`config.mk`:
```
export PLATFORM = sky130hd
export DESIGN_NAME = golden_stim_gen
export DESIGN_NICKNAME = d
export VERILOG_FILES = /design/src/rtl/golden_stim_pkg.sv /design/src/rtl/golden_lfsr16.sv /design/src/rtl/golden_stim_gen.sv
export SDC_FILE = /design/constraint.sdc
export NUM_CORES = 1
export LEC_CHECK = 0
export ABC_AREA = 0
export CORE_UTILIZATION = 45
export DETAILED_ROUTE_END_ITERATION = 16
export PLACE_DENSITY_LB_ADDON = 0.2
export SLEW_MARGIN = 25
export SYNTH_ARGS = -nofsm -noshare
export SYNTH_HDL_FRONTEND = slang
export SYNTH_SLANG_ARGS = --single-unit
```
`constraint.sdc`:
```
create_clock -name clk -period 3.8 [get_ports clk]
set_clock_uncertainty 0.1 [all_clocks]
set_input_delay 0.57 -clock clk [delete_from_list [all_inputs] [get_ports clk]]
set_output_delay 0.57 -clock clk [all_outputs]
set_load 0.02 [all_outputs]
```
`src/rtl/golden_stim_pkg.sv`:
```
// Shared types and helpers for the golden add/subtract stimulus generator.
package golden_stim_pkg;

  localparam logic [15:0] LFSR_MASK         = 16'hB400;
  localparam logic [15:0] LFSR_DEFAULT_SEED = 16'h0001;

  typedef enum logic [1:0] {
    IDLE  = 2'd0,
    RUN   = 2'd1,
    DRAIN = 2'd2,
    DONE  = 2'd3
  } stim_state_t;

  // Callers truncate the result to their datapath width; low bits of +/- only depend on low bits.
  function automatic logic [31:0] golden_ref(input logic [31:0] a, input logic [31:0] b,
                                             input logic [31:0] c, input logic s);
    if (s) begin
      golden_ref = a - c;
    end else begin
      golden_ref = a + b;
    end
  endfunction

  function automatic logic [15:0] lfsr_step(input logic [15:0] st);
    lfsr_step = (st >> 1) ^ (st[0] ? LFSR_MASK : 16'h0000);
  endfunction

endpackage

```
`src/rtl/golden_lfsr16.sv`:
```
// 16-bit right-shift Galois LFSR with seed load; a zero seed is replaced by the default seed.
module golden_lfsr16 import golden_stim_pkg::*; (
  input  logic        clk,
  input  logic        reset,
  input  logic        load,
  input  logic [15:0] seed,
  input  logic        adv,
  output logic [15:0] state
);

  // Load takes priority over advance; the all-zero state would lock up the sequence.
  always_ff @(posedge clk or posedge reset) begin
    if (reset) begin
      state <= LFSR_DEFAULT_SEED;
    end else if (load) begin
      state <= (seed == 16'h0000) ? LFSR_DEFAULT_SEED : seed;
    end else if (adv) begin
      state <= lfsr_step(state);
    end
  end

endmodule

```
`src/rtl/golden_stim_gen.sv`:
```
// Stimulus generator and expected-result model for the golden add/subtract datapath.
module golden_stim_gen import golden_stim_pkg::*; #(
  parameter int WIDTH   = 8,
  parameter int LATENCY = 1
) (
  input  logic             clk,
  input  logic             reset,
  input  logic             start,
  input  logic [15:0]      seed,
  input  logic [7:0]       num_vec,
  input  logic             vec_ready,
  output logic             vec_valid,
  output logic [WIDTH-1:0] a,
  output logic [WIDTH-1:0] b,
  output logic [WIDTH-1:0] c,
  output logic             s,
  output logic             exp_valid,
  output logic [WIDTH-1:0] exp_out,
  output logic             busy,
  output logic             done,
  output logic [7:0]       sent_count
);

  stim_state_t      state_r;
  logic [7:0]       num_vec_r;
  logic [1:0]       drain_cnt_r;
  logic             zero_pend_r;
  logic             vec_valid_r;
  logic             busy_r;
  logic             done_r;
  logic [7:0]       sent_count_r;
  logic             pipe_valid_r [LATENCY];
  logic [WIDTH-1:0] pipe_data_r  [LATENCY];

  logic [15:0]      lfsr_state_s;
  logic             load_s;
  logic             hs_s;
  logic [WIDTH-1:0] ref_s;

  assign load_s = start && ((state_r == IDLE) || (state_r == DONE));
  assign hs_s   = vec_valid_r && vec_ready;

  golden_lfsr16 u_lfsr (
    .clk   (clk),
    .reset (reset),
    .load  (load_s),
    .seed  (seed),
    .adv   (hs_s),
    .state (lfsr_state_s)
  );

  // Operands come straight off the LFSR register, gated quiet whenever no vector is offered.
  assign a = vec_valid_r ? WIDTH'(lfsr_state_s[7:0]) : {WIDTH{1'b0}};
  assign b = vec_valid_r ? WIDTH'(lfsr_state_s[15:8]) : {WIDTH{1'b0}};
  assign c = vec_valid_r ? WIDTH'(lfsr_state_s[7:0] ^ lfsr_state_s[15:8]) : {WIDTH{1'b0}};
  assign s = vec_valid_r & lfsr_state_s[0];

  assign ref_s = WIDTH'(golden_ref(32'(a), 32'(b), 32'(c), s));

  // Free-running expected-result delay line; it never stalls on vec_ready.
  always_ff @(posedge clk or posedge reset) begin
    if (reset) begin
      for (int i = 0; i < LATENCY; i++) begin
        pipe_valid_r[i] <= 1'b0;
        pipe_data_r[i]  <= {WIDTH{1'b0}};
      end
    end else begin
      pipe_valid_r[0] <= hs_s;
      pipe_data_r[0]  <= hs_s ? ref_s : {WIDTH{1'b0}};
      for (int i = 1; i < LATENCY; i++) begin
        pipe_valid_r[i] <= pipe_valid_r[i-1];
        pipe_data_r[i]  <= pipe_data_r[i-1];
      end
    end
  end

  // Run control: start sampling, vector counting, drain timing and the done pulse.
  always_ff @(posedge clk or posedge reset) begin
    if (reset) begin
      state_r      <= IDLE;
      num_vec_r    <= 8'd0;
      drain_cnt_r  <= 2'd0;
      zero_pend_r  <= 1'b0;
      vec_valid_r  <= 1'b0;
      busy_r       <= 1'b0;
      done_r       <= 1'b0;
      sent_count_r <= 8'd0;
    end else begin
      done_r <= 1'b0;
      case (state_r)
        IDLE, DONE: begin
          // An empty run parks in DONE for one cycle before pulsing done.
          if (zero_pend_r) begin
            done_r      <= 1'b1;
            zero_pend_r <= 1'b0;
          end
          if (start) begin
            num_vec_r    <= num_vec;
            sent_count_r <= 8'd0;
            if (num_vec != 8'd0) begin
              state_r     <= RUN;
              vec_valid_r <= 1'b1;
              busy_r      <= 1'b1;
            end else begin
              state_r     <= DONE;
              zero_pend_r <= 1'b1;
            end
          end
        end
        RUN: begin
          if (hs_s) begin
            sent_count_r <= sent_count_r + 8'd1;
            if ((sent_count_r + 8'd1) == num_vec_r) begin
              state_r     <= DRAIN;
              vec_valid_r <= 1'b0;
              drain_cnt_r <= 2'd0;
            end
          end
        end
        DRAIN: begin
          if (drain_cnt_r == 2'(LATENCY - 1)) begin
            state_r <= DONE;
            busy_r  <= 1'b0;
            done_r  <= 1'b1;
          end else begin
            drain_cnt_r <= drain_cnt_r + 2'd1;
          end
        end
        default: begin
          state_r     <= IDLE;
          vec_valid_r <= 1'b0;
          busy_r      <= 1'b0;
        end
      endcase
    end
  end

  assign vec_valid  = vec_valid_r;
  assign busy       = busy_r;
  assign done       = done_r;
  assign sent_count = sent_count_r;
  assign exp_valid  = pipe_valid_r[LATENCY-1];
  assign exp_out    = pipe_data_r[LATENCY-1];

endmodule

```
# Word-level counts from Yosys, hierarchy flattened
# Cells that the tools add are included.
# totals
ff_bits,49
inputBits,28
output_inout_bits,45
wordCells,80
# classes
n_addsub,4
n_eq_ne,10
n_mux,34
bitwise,3
n_reduce_logical,18
# ops
cell,count
2-to-1 mux 16 bit,4
2-to-1 mux 8 bit,7
logical NOT 16 bit,1
2-to-1 mux 2 bit,8
case mux 8 bit (2 select lines),1
XOR 15 x 16 -> 16 bit,1
!= test 2 bit (second input constant),6
AND reduction 4 bit,3
2-to-1 mux 1 bit,9
adder 8 x 1 -> 8 bit (second input constant),1
adder 8 bit,1
equality test 8 bit,1
nonzero test 2 bit,4
nonzero test 8 bit,1
subtractor 8 bit,1
XOR 8 bit,1
case mux 1 bit (2 select lines),3
case mux 2 bit (3 select lines),1
AND reduction 5 bit,1
equality test 2 bit (second input constant),2
logical NOT 2 bit,2
case mux 2 bit (2 select lines),1
AND reduction 3 bit,1
adder 2 x 1 -> 2 bit (second input constant),1
other kinds (6),7

# Logic depth before layout (Yosys ltp)
# Gate-level depths: netlist of the first run.
# depth
ltp_word,5
ltp_mapped,13
depth_no_buf,12

# Hierarchy
# From an unflattened synthesis of the first run, not the netlist that was laid out.
# hier_totals
cells_unflattened,350
area_unflattened_um2,3265.6
# by_module_without_submodules
module,instances,cells_each,area_per_inst_um2,seq_area_each_um2
golden_stim_gen,1,271,2422.3,825.8
golden_lfsr16,1,79,843.3,401.6

# Worst setup path after synthesis of the first run
# Ideal clock, no wire load.
# synth_timing
path_kind,register to register
startpoint,reg u_lfsr.state[0]
endpoint,reg pipe_data_r (netlist bit exp_out[6])
setup_time_ps,133
arrival_time_ps,2536
t_required_ps,3567
path_slack_ps,1031
stages_incl_launch_ff,12
path_buffers,1
period_less_slack_ps,2769
path_cell_list,dfstp_2 -> buf_1 -> mux2i_1 -> xnor2_1 -> nand2_1 -> fa_1 -> a21o_1 -> a21oi_1 -> o21bai_1 -> a21oi_1 -> xor2_1 -> nor2_1
# synth_between
elab_chain_cells,5
elab_cells_between_ends,8
cone_classes,2 x add/sub; 4 x mux; 2 x bitwise
# synth_rtl
element,line,source
"start, declared",golden_lfsr16.sv:8,output logic [15:0] state
"start signal, assigned",golden_lfsr16.sv:16,state <= (seed == 16'h0000) ? LFSR_DEFAULT_SEED : seed;
"start signal, assigned",golden_lfsr16.sv:18,state <= lfsr_step(state);
XOR 8 bit,golden_stim_gen.sv:55,assign c = vec_valid_r ? WIDTH'(lfsr_state_s[7:0] ^ lfsr_state_s[15:8]) : {WIDTH{1'b0}};
2-to-1 mux 8 bit,golden_stim_gen.sv:55,
subtractor 8 bit,golden_stim_pkg.sv:18,golden_ref = a - c;
2-to-1 mux 8 bit (*),golden_stim_pkg.sv:17,if (s) begin
2-to-1 mux 8 bit (*),golden_stim_gen.sv:69,pipe_data_r[0] <= hs_s ? ref_s : {WIDTH{1'b0}};
"end signal, assigned by index",golden_stim_gen.sv:65,pipe_data_r[i] <= {WIDTH{1'b0}};
"end signal, assigned by index",golden_stim_gen.sv:72,pipe_data_r[i] <= pipe_data_r[i-1];
"end, declared",golden_stim_gen.sv:33,logic [WIDTH-1:0] pipe_data_r [LATENCY];
# Every way passes the cells marked *; elsewhere a longest branch is shown, timed or not.
# A chain may end at the register's enable or synchronous reset.

# Worst setup path in the final report of the first run
# Ends and elaborated chain as after synthesis.

==> Flow_metrics.wiki, run 1 <==
{| class="wikitable"
! Metric !! Value
|-
| Status || complete, no violations
|-
| Crit-path max FO || 22
|-
| Ant. Diodes || 0
|-
| Layout cell share with drive strength beyond 1 || 5.936%
|-
| Hold-fix buffers at CTS || 0
|-
| Clock network latency to the later pin of the worst-skew pair || 300 ps
|-
| H-Tree Level Count || 2
|-
| Number of iterations in the first detailed-routing pass || 7
|-
| Largest net degree at the start of global routing || 50
|-
| Cells after Synth || 378
|-
| Global-route wire length before repair || 12,920 um
|-
| Main flop type after synthesis || dfrtp_1
|-
| Post-Route Setup TNS || 0 ps
|-
| #FFs+latches synth || 49
|-
| Maximum ir drop on the vdd rail || 0.0001523 V
|-
| Global placer's final weighted congestion || 0.8773
|-
| Number of design rule violations left after detail routing || 0
|-
| Post-synthesis instance area || 3252 um2
|-
| Hold Violations, Final || 0
|-
| Antenna violations before repair || 0
|-
| Met3 usage || 3.033%
|-
| Worst hold path type || flop to flop
|-
| Number of nets in the synthesized netlist || 418
|-
| Setup-failing EPs final || 0
|-
| NetSw || 203.8 uW
|-
| Worst-path clk slew || 90 ps
|-
| Initial Util || 47.34%
|-
| Clk root buf || clkbuf_8
|-
| Mean number of vias per cell || 5.307
|-
| Startpoint class of the critical path || flop
|-
| Core area || 6869 um2
|-
| Combinational power share || 5.1%
|-
| Worst path arrival time || 2970 ps
|-
| Number of buffer cells added on primary ports || 72
|-
| Met2 Track Usage GR || 33.72%
|-
| Chip Height || 87.01 um
|-
| Maximum clock rate || 346.5 MHz
|-
| Buffer levels on the longest clock path || 2
|-
| Power density over the cells || 214.4 nW/um2
|-
| Grt total ovfl || 0
|-
| Synth-to-layout area growth || 26.32%
|-
| Post-synth EDFFs || 0
|-
| Layout fillers || 647
|-
| WL per Instance || 14.51 um
|-
| Critical register-to-register path startpoint || u_lfsr.state[0]
|-
| Crit path max-delay cell type || dfstp_2
|-
| Count of boundary I/O pins || 73
|-
| Count of cell types in the netlist || 53
|-
| Multi-input combinational cell area || 1864 um2
|-
| Static Leakage || 0.001809 uW
|-
| Vias in the first global route || 2,671
|-
| WS Path Type || flop to flop
|-
| Post-layout util || 59.80%
|-
| Post-synth ARST share || 100.0%
|-
| CTS tree || yes
|-
| Slowest stage delay, CP || 810 ps
|-
| Type of element capturing the critical path || flop
|-
| Placed cell count || 526
|-
| RSZ-0062 raised after global routing || no
|-
| Width of the die || 87.01 um
|-
| Crit-path leading delay family || flip-flops
|-
| Fin nets || 477
|-
| Syn Area/Cell || 8.603 um2
|-
| Most Frequent Cell on Critical Path || a21oi_1
|-
| Headroom to the max-slew limit || 43.40%
|-
| Cell Chain, Critical Path || mux2i_1, xnor2_1, nand2_1, fa_1, a21o_1, a21oi_1, o21bai_1, a21oi_1, xor2_1, nor2_1
|-
| Seq. cell area || 1227 um2
|-
| Fin cells || 534
|-
| Share of the yosys chip area belonging to registers || 37.75%
|-
| Transition time at the pin with the least slew margin || 849.1 ps
|-
| Overall routing resource usage || 21.76%
|-
| Global-route layer with the greatest usage || met2
|-
| Die Area || 7571 um2
|-
| Gates resized, CTS repair || 0
|-
| Sw Share || 23.14%
|-
| Syn. warnings || 0
|-
| Critical path buffer and inverter count || 0
|-
| DP HPWL || 5695 um
|-
| Startpoint of the most critical setup path || u_lfsr.state[0]
|-
| Final clock period utilization by the worst path || 75.94%
|-
| Maxcap violations || 0
|-
| Row cnt || 30
|-
| Met1 capacity usage during global routing || 32.31%
|-
| Time the worst path needs with I/O delays and setup || 2886 ps
|-
| TritonCTS Buffers || 5
|-
| Via count || 2,834
|-
| CTS sink count || 49
|-
| Detail Route Antenna Nets || 0
|-
| Violation count after the first detailed-route iteration || 164
|-
| Number of buffers inserted to repair setup after CTS || 0
|-
| Hold path start || num_vec_r[3]
|-
| Total power || 880.8 uW
|-
| Proportion of power drawn by the clock network || 35.7%
|-
| Seq pwr share || 59.2%
|-
| Pins over their slew limit || 0
|-
| Overall routed net length || 7751 um
|-
| Cell internal pwr || 677.0 uW
|-
| Required time at the worst-slack endpoint || 3890 ps
|}
[cells by family after synthesis]
kind of cell | after synthesis | synth area share, %
and+or+nand+nor | 145 | 22.36
AOI/OAI and AO/OA | 87 | 17.20
DFF | 49 | 37.75
buffers and inverters | 40 | 4.925
xor gates and xnor gates | 28 | 7.541
muxes | 17 | 5.386
adders and majority gates | 12 | 4.848
[power by group through the flow]
stage | clock (uW) | sequential [uW] | combinational, uW
3_3_place_gp | 0 | 531 | 45.1
6_report | 315 | 521 | 44.9
5_1_grt | 339 | 521 | 50.0
3_5_place_dp | 0 | 531 | 45.6
4_1_cts | 322 | 521 | 45.8
2_1_floorplan | 0 | 531 | 9.54
[cells in the final DEF, fill, tap and decap left out, drive strengths merged, types with 4 or more instances in the layout]
master | synthesis | routed
nand3 | 6 | 6
clkdlybuf4s50 | 0 | 72
mux2i | 16 | 16
or3 | 5 | 5
ha | 11 | 11
dfrtp | 48 | 48
inv | 17 | 16
clkbuf | 17 | 6
xor2 | 16 | 16
nor2 | 13 | 13
o21ai | 38 | 38
o31ai | 5 | 5
o22ai | 4 | 4
nor4 | 6 | 6
xnor2 | 12 | 12
and2 | 27 | 27
nand2 | 67 | 67
a21o | 5 | 5
a21oi | 17 | 17
nor3 | 7 | 7
[per-layer routing]
metal / share of wire [%] / vias to the layer above
li1: - / 1407
met1: 51 / 1362
met2: 44 / 58
met3: 3.8 / 7
met4: 1.0 / 0
met5: 0 / -
[Yosys cell counts (2+ instances only)]
library cell / number / area, um2
ha_1: 11 / 137.6
nand3_1: 4 / 20.02
inv_2: 2 / 7.510
buf_2: 2 / 10.01
o31ai_1: 5 / 37.54
xnor2_1: 12 / 105.1
nor4_1: 6 / 37.54
or4_1: 2 / 15.01
a21o_1: 5 / 37.54
buf_4: 2 / 15.01
nor2_1: 13 / 48.80
nor2b_1: 3 / 18.77
clkbuf_1: 17 / 63.81
mux2i_1: 16 / 160.2
a21oi_1: 17 / 85.08
and2_1: 26 / 162.7
nor3_1: 6 / 30.03
inv_1: 15 / 56.30
o21ai_0: 35 / 175.2
dfrtp_1: 48 / 1201
o21bai_1: 3 / 22.52
nand2_1: 67 / 251.5
o21ai_1: 3 / 15.01
or3_1: 4 / 25.02
o211ai_1: 3 / 22.52
o22ai_2: 2 / 25.02
nand2b_1: 2 / 12.51
buf_1: 2 / 7.510
o41ai_1: 2 / 17.52
and3_1: 3 / 18.77
o21a_1: 2 / 15.01
xor2_1: 16 / 140.1
o22ai_1: 2 / 12.51
[per-stage QoR]
step	worst slack (ps)	hold slack (ps)	area [um2]
2_1_floorplan	1031	354.7	3252
3_3_place_gp	954.1	382.3	4019
3_5_place_dp	897.8	390.9	4019
4_1_cts	914.6	413.6	4106
5_1_grt	748.7	435.3	4108
6_report	914.2	411.5	4108
[worst reg2reg max path: cells and delay by family, from the launching register on]
family                     cells  cell delay, ps
adders and majority gates      1             450
and+or+nand+nor                2             170
muxes                          1             270
AOI/OAI and AO/OA              4             680
xor gates and xnor gates       2             300
DFF                            1             810
[path summary, 6_finish.rpt]
check                                to  slack (ps)  depth (start not counted)
min reg2reg                num_vec_r[3]         410                          2
max in group asynchronous     vec_valid        2480                          2
min in group asynchronous  num_vec_r[5]         630                          2
max reg2reg                  exp_out[6]         910                         10
min                        num_vec_r[3]         410                          2
max                          exp_out[6]         910                         10
[flip-flops by register name, indices dropped and copies added, names as in the netlist]
signal        flops
sent_count        8
u_lfsr.state     16
state_r           2
exp_out           8
exp_valid         1
num_vec_r         8
zero_pend_r       1
busy              1
drain_cnt_r       2
vec_valid         1
done              1
[cell type report]
class,count,share of cell area (%)
Sequential cell,49,29.88
Clock inverter,2,0.3655
Timing Repair Buffer,75,18.09
Clock buffer,6,1.767
Tap cell,96,2.924
Multi-Input combinational cell,289,45.39
Inverter,17,1.584
Power figures use the tool's default switching activity.
==> run 2, diff against run 1 <==
clock period = 2.7 ns   (was 3.8 ns; I/O delays follow)
==> Flow_metrics.wiki, run 2 (synthesis results as in run 1) <==
{| class="wikitable"
! Metric !! Value
|-
| Transition time at the pin with the least slew margin || 550.5 ps (was 849.1 ps)
|-
| Number of iterations in the first detailed-routing pass || 5 (was 7)
|-
| Final clock period utilization by the worst path || 96.73% (was 75.94%)
|-
| Number of buffer cells added on primary ports || 72 (unchanged)
|-
| Cell internal pwr || 955.3 uW (was 677.0 uW)
|-
| Worst-case setup margin in the final layout || 88.40 ps (was 914.2 ps)
|-
| Hold Violations, Final || 0 (unchanged)
|-
| Die Area || 7571 um2 (unchanged)
|-
| Ant. Diodes || 0 (unchanged)
|-
| Count of boundary I/O pins || 73 (unchanged)
|-
| WS Path Type || flop to flop (unchanged)
|-
| Maximum ir drop on the vdd rail || 0.0001855 V (was 0.0001523 V)
|-
| Crit-path leading delay family || simple AND/OR/NAND/NOR gates (was flip-flops)
|-
| Number of design rule violations left after detail routing || 0 (unchanged)
|-
| Most Frequent Cell on Critical Path || a21o_1 (was a21oi_1)
|-
| Mean number of vias per cell || 5.249 (was 5.307)
|-
| Total non-filler cell area in the finished layout || 4330 um2 (was 4108 um2)
|-
| Combinational power share || 5.4% (was 5.1%)
|-
| Grt total ovfl || 0 (unchanged)
|-
| Overall routing resource usage || 22.45% (was 21.76%)
|-
| Flip-flop count of the largest register after layout || 16 (unchanged)
|-
| Most common library cell in the layout ignoring fill and taps || clkdlybuf4s50_1 (unchanged)
|-
| Slowest stage delay, CP || 550 ps (was 810 ps)
|-
| Crit path max-delay cell type || or4_4 (was dfstp_2)
|-
| Detail Route Antenna Nets || 0 (unchanged)
|-
| Worst path arrival time || 2730 ps (was 2970 ps)
|-
| Layout fillers || 598 (was 647)
|-
| Clock network latency to the later pin of the worst-skew pair || 300 ps (about the same)
|-
| Global-route wire length before repair || 13,170 um (was 12,920 um)
|-
| Time the worst path needs with I/O delays and setup || 2612 ps (was 2886 ps)
|-
| Maxcap violations || 0 (unchanged)
|-
| Reg with most FFs || u_lfsr.state (unchanged)
|-
| Area of placed instances || 4175 um2 (was 4019 um2)
|-
| Overall routed net length || 8172 um (was 7751 um)
|-
| Power density over the cells || 285.8 nW/um2 (was 214.4 nW/um2)
|-
| H-Tree Level Count || 2 (unchanged)
|-
| Setup-failing EPs final || 0 (unchanged)
|-
| Multi-input combinational cell area || 1914 um2 (was 1864 um2)
|-
| Final hold slack || 367.0 ps (was 411.5 ps)
|-
| Headroom to the max-slew limit || 63.25% (was 43.40%)
|-
| Synth-to-layout area growth || 33.17% (was 26.32%)
|-
| Layout cell share with drive strength beyond 1 || 12.66% (was 5.936%)
|-
| Hold-fix buffers at CTS || 0 (unchanged)
|-
| Sw Share || 22.82% (was 23.14%)
|-
| Vias in the first global route || 2,682 (was 2,671)
|-
| CTS sink count || 49 (unchanged)
|-
| Buffer levels on the longest clock path || 2 (unchanged)
|-
| Critical path buffer and inverter count || 0 (unchanged)
|-
| NetSw || 282.5 uW (was 203.8 uW)
|-
| Violation count after the first detailed-route iteration || 140 (was 164)
|-
| Global placer's final weighted congestion || 0.8697 (was 0.8773)
|-
| Antenna violations before repair || 0 (unchanged)
|-
| Seq. cell area || 1231 um2 (was 1227 um2)
|-
| Commonest cells after routing, fill and taps aside || clkdlybuf4s50_1 (72), nand2_1 (67), dfrtp_1 (45), o21ai_0 (33), and2_1 (25) (was clkdlybuf4s50_1 (72), nand2_1 (67), dfrtp_1 (48), o21ai_0 (35), and2_1 (26))
|-
| Startpoint class of the critical path || flop (unchanged)
|-
| Proportion of power drawn by the clock network || 35.3% (was 35.7%)
|-
| Fin nets || 497 (was 477)
|-
| Type of element capturing the critical path || flop (unchanged)
|-
| Largest net degree at the start of global routing || 42 (was 50)
|-
| Maximum clock rate || 382.9 MHz (was 346.5 MHz)
|-
| Status || complete, no violations (unchanged)
|-
| DP HPWL || 6174 um (was 5695 um)
|-
| WL per Instance || 14.75 um (was 14.51 um)
|-
| Post-Route Setup TNS || 0 ps (unchanged)
|-
| CTS tree || yes (unchanged)
|-
| Core area || 6869 um2 (unchanged)
|-
| Clk root buf || clkbuf_8 (unchanged)
|-
| Via count || 2,908 (was 2,834)
|-
| Pre-CTS setup slack || -8.355 ps (was 897.8 ps)
|-
| TritonCTS Buffers || 5 (unchanged)
|-
| Width of the die || 87.01 um (unchanged)
|-
| RSZ-0062 raised after global routing || yes (was no)
|-
| Pins over their slew limit || 0 (unchanged)
|-
| Initial Util || 47.34% (unchanged)
|-
| Row cnt || 30 (unchanged)
|-
| Crit-path max FO || 3 (was 22)
|-
| Required time at the worst-slack endpoint || 2820 ps (was 3890 ps)
|-
| Chip Height || 87.01 um (unchanged)
|-
| Cell Chain, Critical Path || or4_4, nor3_2, o21ai_1, xor2_1, nand2_1, ha_4, a21o_1, nor3_1, nor2_1, a21o_1, mux2i_1 (was mux2i_1, xnor2_1, nand2_1, fa_1, a21o_1, a21oi_1, o21bai_1, a21oi_1, xor2_1, nor2_1)
|-
| Static Leakage || 0.001915 uW (was 0.001809 uW)
|-
| Seq pwr share || 59.2% (about the same)
|-
| Worst-path clk slew || 90 ps (about the same)
|-
| Worst hold path type || input port to async pin (was flop to flop)
|}
[run 2: cell count changes in the layout (fill, tap and decap cells not counted), sizes merged]
cell	before	now
buf	3	23
inv	16	17
clkinv	1	0
[run 2: area by class of cell]
cell class	count	share of cell area [%]
sequential	49	28.43
clock buffer	6	1.676
timing repair buffer	95	21.09
multi-input combinational	289	44.21
tap	96	2.774
clock inverter	2	0.3467
inverter	17	1.474
[run 2: power groups by stage]
| stage | Sequential [uW] | Clock (uW) | Combinational [uW] |
|---|---|---|---|
| after CTS | 733 | 448 | 68.8 |
| final | 733 | 437 | 67.2 |
| after detailed placement | 748 | 0 | 68.5 |
| after global routing | 733 | 476 | 74.4 |
| after global placement | 748 | 0 | 68.0 |
| after floorplan | 748 | 0 | 13.4 |
[run 2: timing repair]
item | in CTS | in global routing
setup endpoints to repair | 1 | 5
buffers inserted | 0 | 1
pin swaps | 0 | 2
resized for setup | 2 | 13
endpoints found under the hold margin | 0 | 0
[run 2: metal layers]
| layer | wire, um | GRT usage (%) | up-vias | share of wire [%] |
|---|---|---|---|---|
| met4 | 90 | 4.848 | 0 | 1.1 |
| met5 | 0 | 0 | - | 0 |
| met3 | 463 | 4.360 | 12 | 5.7 |
| met2 | 3694 | 34.36 | 87 | 45 |
| met1 | 3923 | 32.83 | 1357 | 48 |
| li1 | - | - | 1452 | - |
[run 2: worst paths after layout]
kind | slack (ps) | from | end | depth (start not counted)
hold / removal | 370 | reset | sent_count[0] | 2
min in group clk | 410 | num_vec_r[0] | num_vec_r[0] | 2
setup / recovery | 90 | u_lfsr.state[12] | exp_out[7] | 11
setup reg to reg | 90 | u_lfsr.state[12] | exp_out[7] | 11
hold reg to reg | 410 | num_vec_r[0] | num_vec_r[0] | 2
max in group asynchronous | 1530 | reset | u_lfsr.state[0] | 3
[run 2: worst reg2reg max path: cells and delay by family (launching register included)]
| kind | cells | cell delay [ps] |
|---|---|---|
| xor gates and xnor gates | 1 | 140 |
| AOI/OAI and AO/OA | 3 | 470 |
| muxes | 1 | 130 |
| and+or+nand+nor | 5 | 1070 |
| DFF | 1 | 380 |
| adders and majority gates | 1 | 240 |
[run 2: stage by stage]
| stage | util (%) | power [uW] | instances |
|---|---|---|---|
| after floorplan | - | 761.2 | 378 |
| after global placement | 60.78 | 815.8 | 545 |
| after detailed placement | 60.78 | 816.3 | 545 |
| after CTS | 62.11 | 1251 | 553 |
| after global routing | 63.04 | 1284 | 554 |
| final | 63.04 | 1238 | 554 |
==> run 3, diff against run 2 <==
CTS_BUF_LIST = sky130_fd_sc_hd__clkbuf_8 sky130_fd_sc_hd__clkbuf_16   (was unset)
CTS_CLUSTER_SIZE = 24   (was unset)
==> Flow_metrics.wiki, run 3 (synthesis results as in run 1) <==
{| class="wikitable"
! Metric !! Value
|-
| Power density over the cells || 285.0 nW/um2 (was 285.8 nW/um2)
|-
| Proportion of power drawn by the clock network || 35.1% (was 35.3%)
|-
| Area of placed instances || 4175 um2 (unchanged)
|-
| H-Tree Level Count || 2 (unchanged)
|-
| Seq pwr share || 59.4% (was 59.2%)
|-
| Grt total ovfl || 0 (unchanged)
|-
| Maximum ir drop on the vdd rail || 0.0001854 V (was 0.0001855 V)
|-
| Vias in the first global route || 2,682 (unchanged)
|-
| Sw Share || 22.89% (was 22.82%)
|-
| Worst-path clk slew || 90 ps (about the same)
|-
| Overall routing resource usage || 22.45% (unchanged)
|-
| Layout cell share with drive strength beyond 1 || 12.66% (unchanged)
|-
| Overall routed net length || 8182 um (was 8172 um)
|-
| CTS sink count || 49 (unchanged)
|-
| Detail Route Antenna Nets || 0 (unchanged)
|-
| Crit-path max FO || 3 (unchanged)
|-
| RSZ-0062 raised after global routing || yes (unchanged)
|-
| Via count || 2,912 (was 2,908)
|-
| Combinational power share || 5.4% (about the same)
|-
| Count of boundary I/O pins || 73 (unchanged)
|-
| Pins over their slew limit || 0 (unchanged)
|-
| Die Area || 7571 um2 (unchanged)
|-
| Multi-input combinational cell area || 1914 um2 (unchanged)
|-
| Worst hold path type || input port to async pin (unchanged)
|-
| Chip Height || 87.01 um (unchanged)
|-
| Commonest cells after routing, fill and taps aside || clkdlybuf4s50_1 (72), nand2_1 (67), dfrtp_1 (45), o21ai_0 (33), and2_1 (25) (unchanged)
|-
| Cell internal pwr || 951.6 uW (was 955.3 uW)
|-
| Worst path arrival time || 2730 ps (about the same)
|-
| Clock network latency to the later pin of the worst-skew pair || 300 ps (about the same)
|-
| Number of buffer cells added on primary ports || 72 (unchanged)
|-
| Maximum clock rate || 382.9 MHz (unchanged)
|-
| DP HPWL || 6174 um (unchanged)
|-
| Synth-to-layout area growth || 33.17% (unchanged)
|-
| WL per Instance || 14.77 um (was 14.75 um)
|-
| Setup-failing EPs final || 0 (unchanged)
|-
| Placed cell count || 545 (unchanged)
|-
| Worst-case setup margin in the final layout || 88.40 ps (about the same)
|-
| Pre-CTS setup slack || -8.355 ps (unchanged)
|-
| TritonCTS Buffers || 5 (unchanged)
|-
| Largest net degree at the start of global routing || 42 (unchanged)
|-
| WS Path Type || flop to flop (unchanged)
|-
| Initial Util || 47.34% (unchanged)
|-
| Global placer's final weighted congestion || 0.8697 (unchanged)
|-
| Headroom to the max-slew limit || 63.33% (was 63.25%)
|-
| Number of iterations in the first detailed-routing pass || 5 (unchanged)
|-
| Clk root buf || clkbuf_8 (unchanged)
|-
| Seq. cell area || 1231 um2 (unchanged)
|-
| Row cnt || 30 (unchanged)
|-
| Reg with most FFs || u_lfsr.state (unchanged)
|-
| Fin cells || 554 (unchanged)
|-
| Core area || 6869 um2 (unchanged)
|-
| Flip-flop count of the largest register after layout || 16 (unchanged)
|-
| Most Frequent Cell on Critical Path || a21o_1 (unchanged)
|-
| Post-Route Setup TNS || 0 ps (unchanged)
|-
| Crit path max-delay cell type || or4_4 (unchanged)
|-
| Most common library cell in the layout ignoring fill and taps || clkdlybuf4s50_1 (unchanged)
|-
| Antenna violations before repair || 0 (unchanged)
|-
| Critical path buffer and inverter count || 0 (unchanged)
|-
| Slowest stage delay, CP || 550 ps (about the same)
|-
| Number of design rule violations left after detail routing || 0 (unchanged)
|-
| Time the worst path needs with I/O delays and setup || 2612 ps (about the same)
|-
| CTS tree || yes (unchanged)
|-
| Mean number of vias per cell || 5.256 (was 5.249)
|-
| Type of element capturing the critical path || flop (unchanged)
|-
| Static Leakage || 0.001919 uW (was 0.001915 uW)
|-
| Total non-filler cell area in the finished layout || 4330 um2 (unchanged)
|-
| Startpoint class of the critical path || flop (unchanged)
|-
| Post-layout util || 63.04% (unchanged)
|-
| Layout fillers || 598 (unchanged)
|-
| Required time at the worst-slack endpoint || 2820 ps (about the same)
|-
| Fin nets || 497 (unchanged)
|-
| Final clock period utilization by the worst path || 96.73% (about the same)
|-
| Maxcap violations || 0 (unchanged)
|-
| Global-route wire length before repair || 13,170 um (unchanged)
|-
| Buffer levels on the longest clock path || 2 (unchanged)
|-
| Violation count after the first detailed-route iteration || 140 (unchanged)
|-
| Width of the die || 87.01 um (unchanged)
|-
| Hold Violations, Final || 0 (unchanged)
|-
| Status || complete, no violations (unchanged)
|-
| Ant. Diodes || 0 (unchanged)
|-
| Crit-path leading delay family || simple AND/OR/NAND/NOR gates (unchanged)
|-
| NetSw || 282.6 uW (was 282.5 uW)
|-
| Transition time at the pin with the least slew margin || 549.2 ps (was 550.5 ps)
|-
| Cell Chain, Critical Path || or4_4, nor3_2, o21ai_1, xor2_1, nand2_1, ha_4, a21o_1, nor3_1, nor2_1, a21o_1, mux2i_1 (unchanged)
|}
## run 3: changes by cell type in the layout (fill, tap and decap cells not counted)
cell,previous run,this run
inv_1,14,15
clkbuf_1,1,0
## run 3: final timing paths
check                             endpoint        startpoint  depth (start not counted)  slack (ps)
min in group clk              num_vec_r[0]      num_vec_r[0]                          2         410
min                          sent_count[0]             reset                          2         370
max                             exp_out[7]  u_lfsr.state[12]                         11          90
min reg2reg                   num_vec_r[0]      num_vec_r[0]                          2         410
max reg2reg                     exp_out[7]  u_lfsr.state[12]                         11          90
max in group asynchronous  u_lfsr.state[0]             reset                          3        1530
## run 3: metal layers
metal	GRT usage, %	vias up	routed length [um]
li1	-	1450	-
met1	32.83	1361	3909
met2	34.36	89	3690
met3	4.360	12	491
met4	4.848	0	90
met5	0	-	0
## run 3: final cells by class
| type | instances | area share (%) |
|---|---|---|
| clock buffer | 5 | 1.589 |
| sequential | 49 | 28.43 |
| multi-input combinational | 289 | 44.21 |
| tap | 96 | 2.774 |
| inverter | 17 | 1.474 |
| timing repair buffer | 95 | 21.09 |
| clock inverter | 3 | 0.4334 |
## run 3: through the flow
| stage | hold slack [ps] | power (uW) |
|---|---|---|
| finish | 366.5 | 1234 |
| global route | 403.6 | 1281 |
| CTS | 387.7 | 1247 |
| detailed placement | 388.7 | 816.3 |
| global placement | 380.0 | 815.8 |
| floorplan | 354.7 | 761.2 |
## run 3: repair_timing
| item | 4_1_cts | 5_1_grt |
|---|---|---|
| pin swaps | 0 | 2 |
| resized for setup | 2 | 13 |
| hold endpoints to repair | 0 | 0 |
| hold buffers | 0 | 0 |
| setup buffers | 0 | 1 |
| setup endpoints to repair | 1 | 5 |
## run 3: power by group through the flow
stage	sequential [uW]	clock, uW	combinational, uW
6_report	733	434	67.2
5_1_grt	733	473	74.4
4_1_cts	733	445	68.8
3_5_place_dp	748	0	68.5
3_3_place_gp	748	0	68.0
2_1_floorplan	748	0	13.4
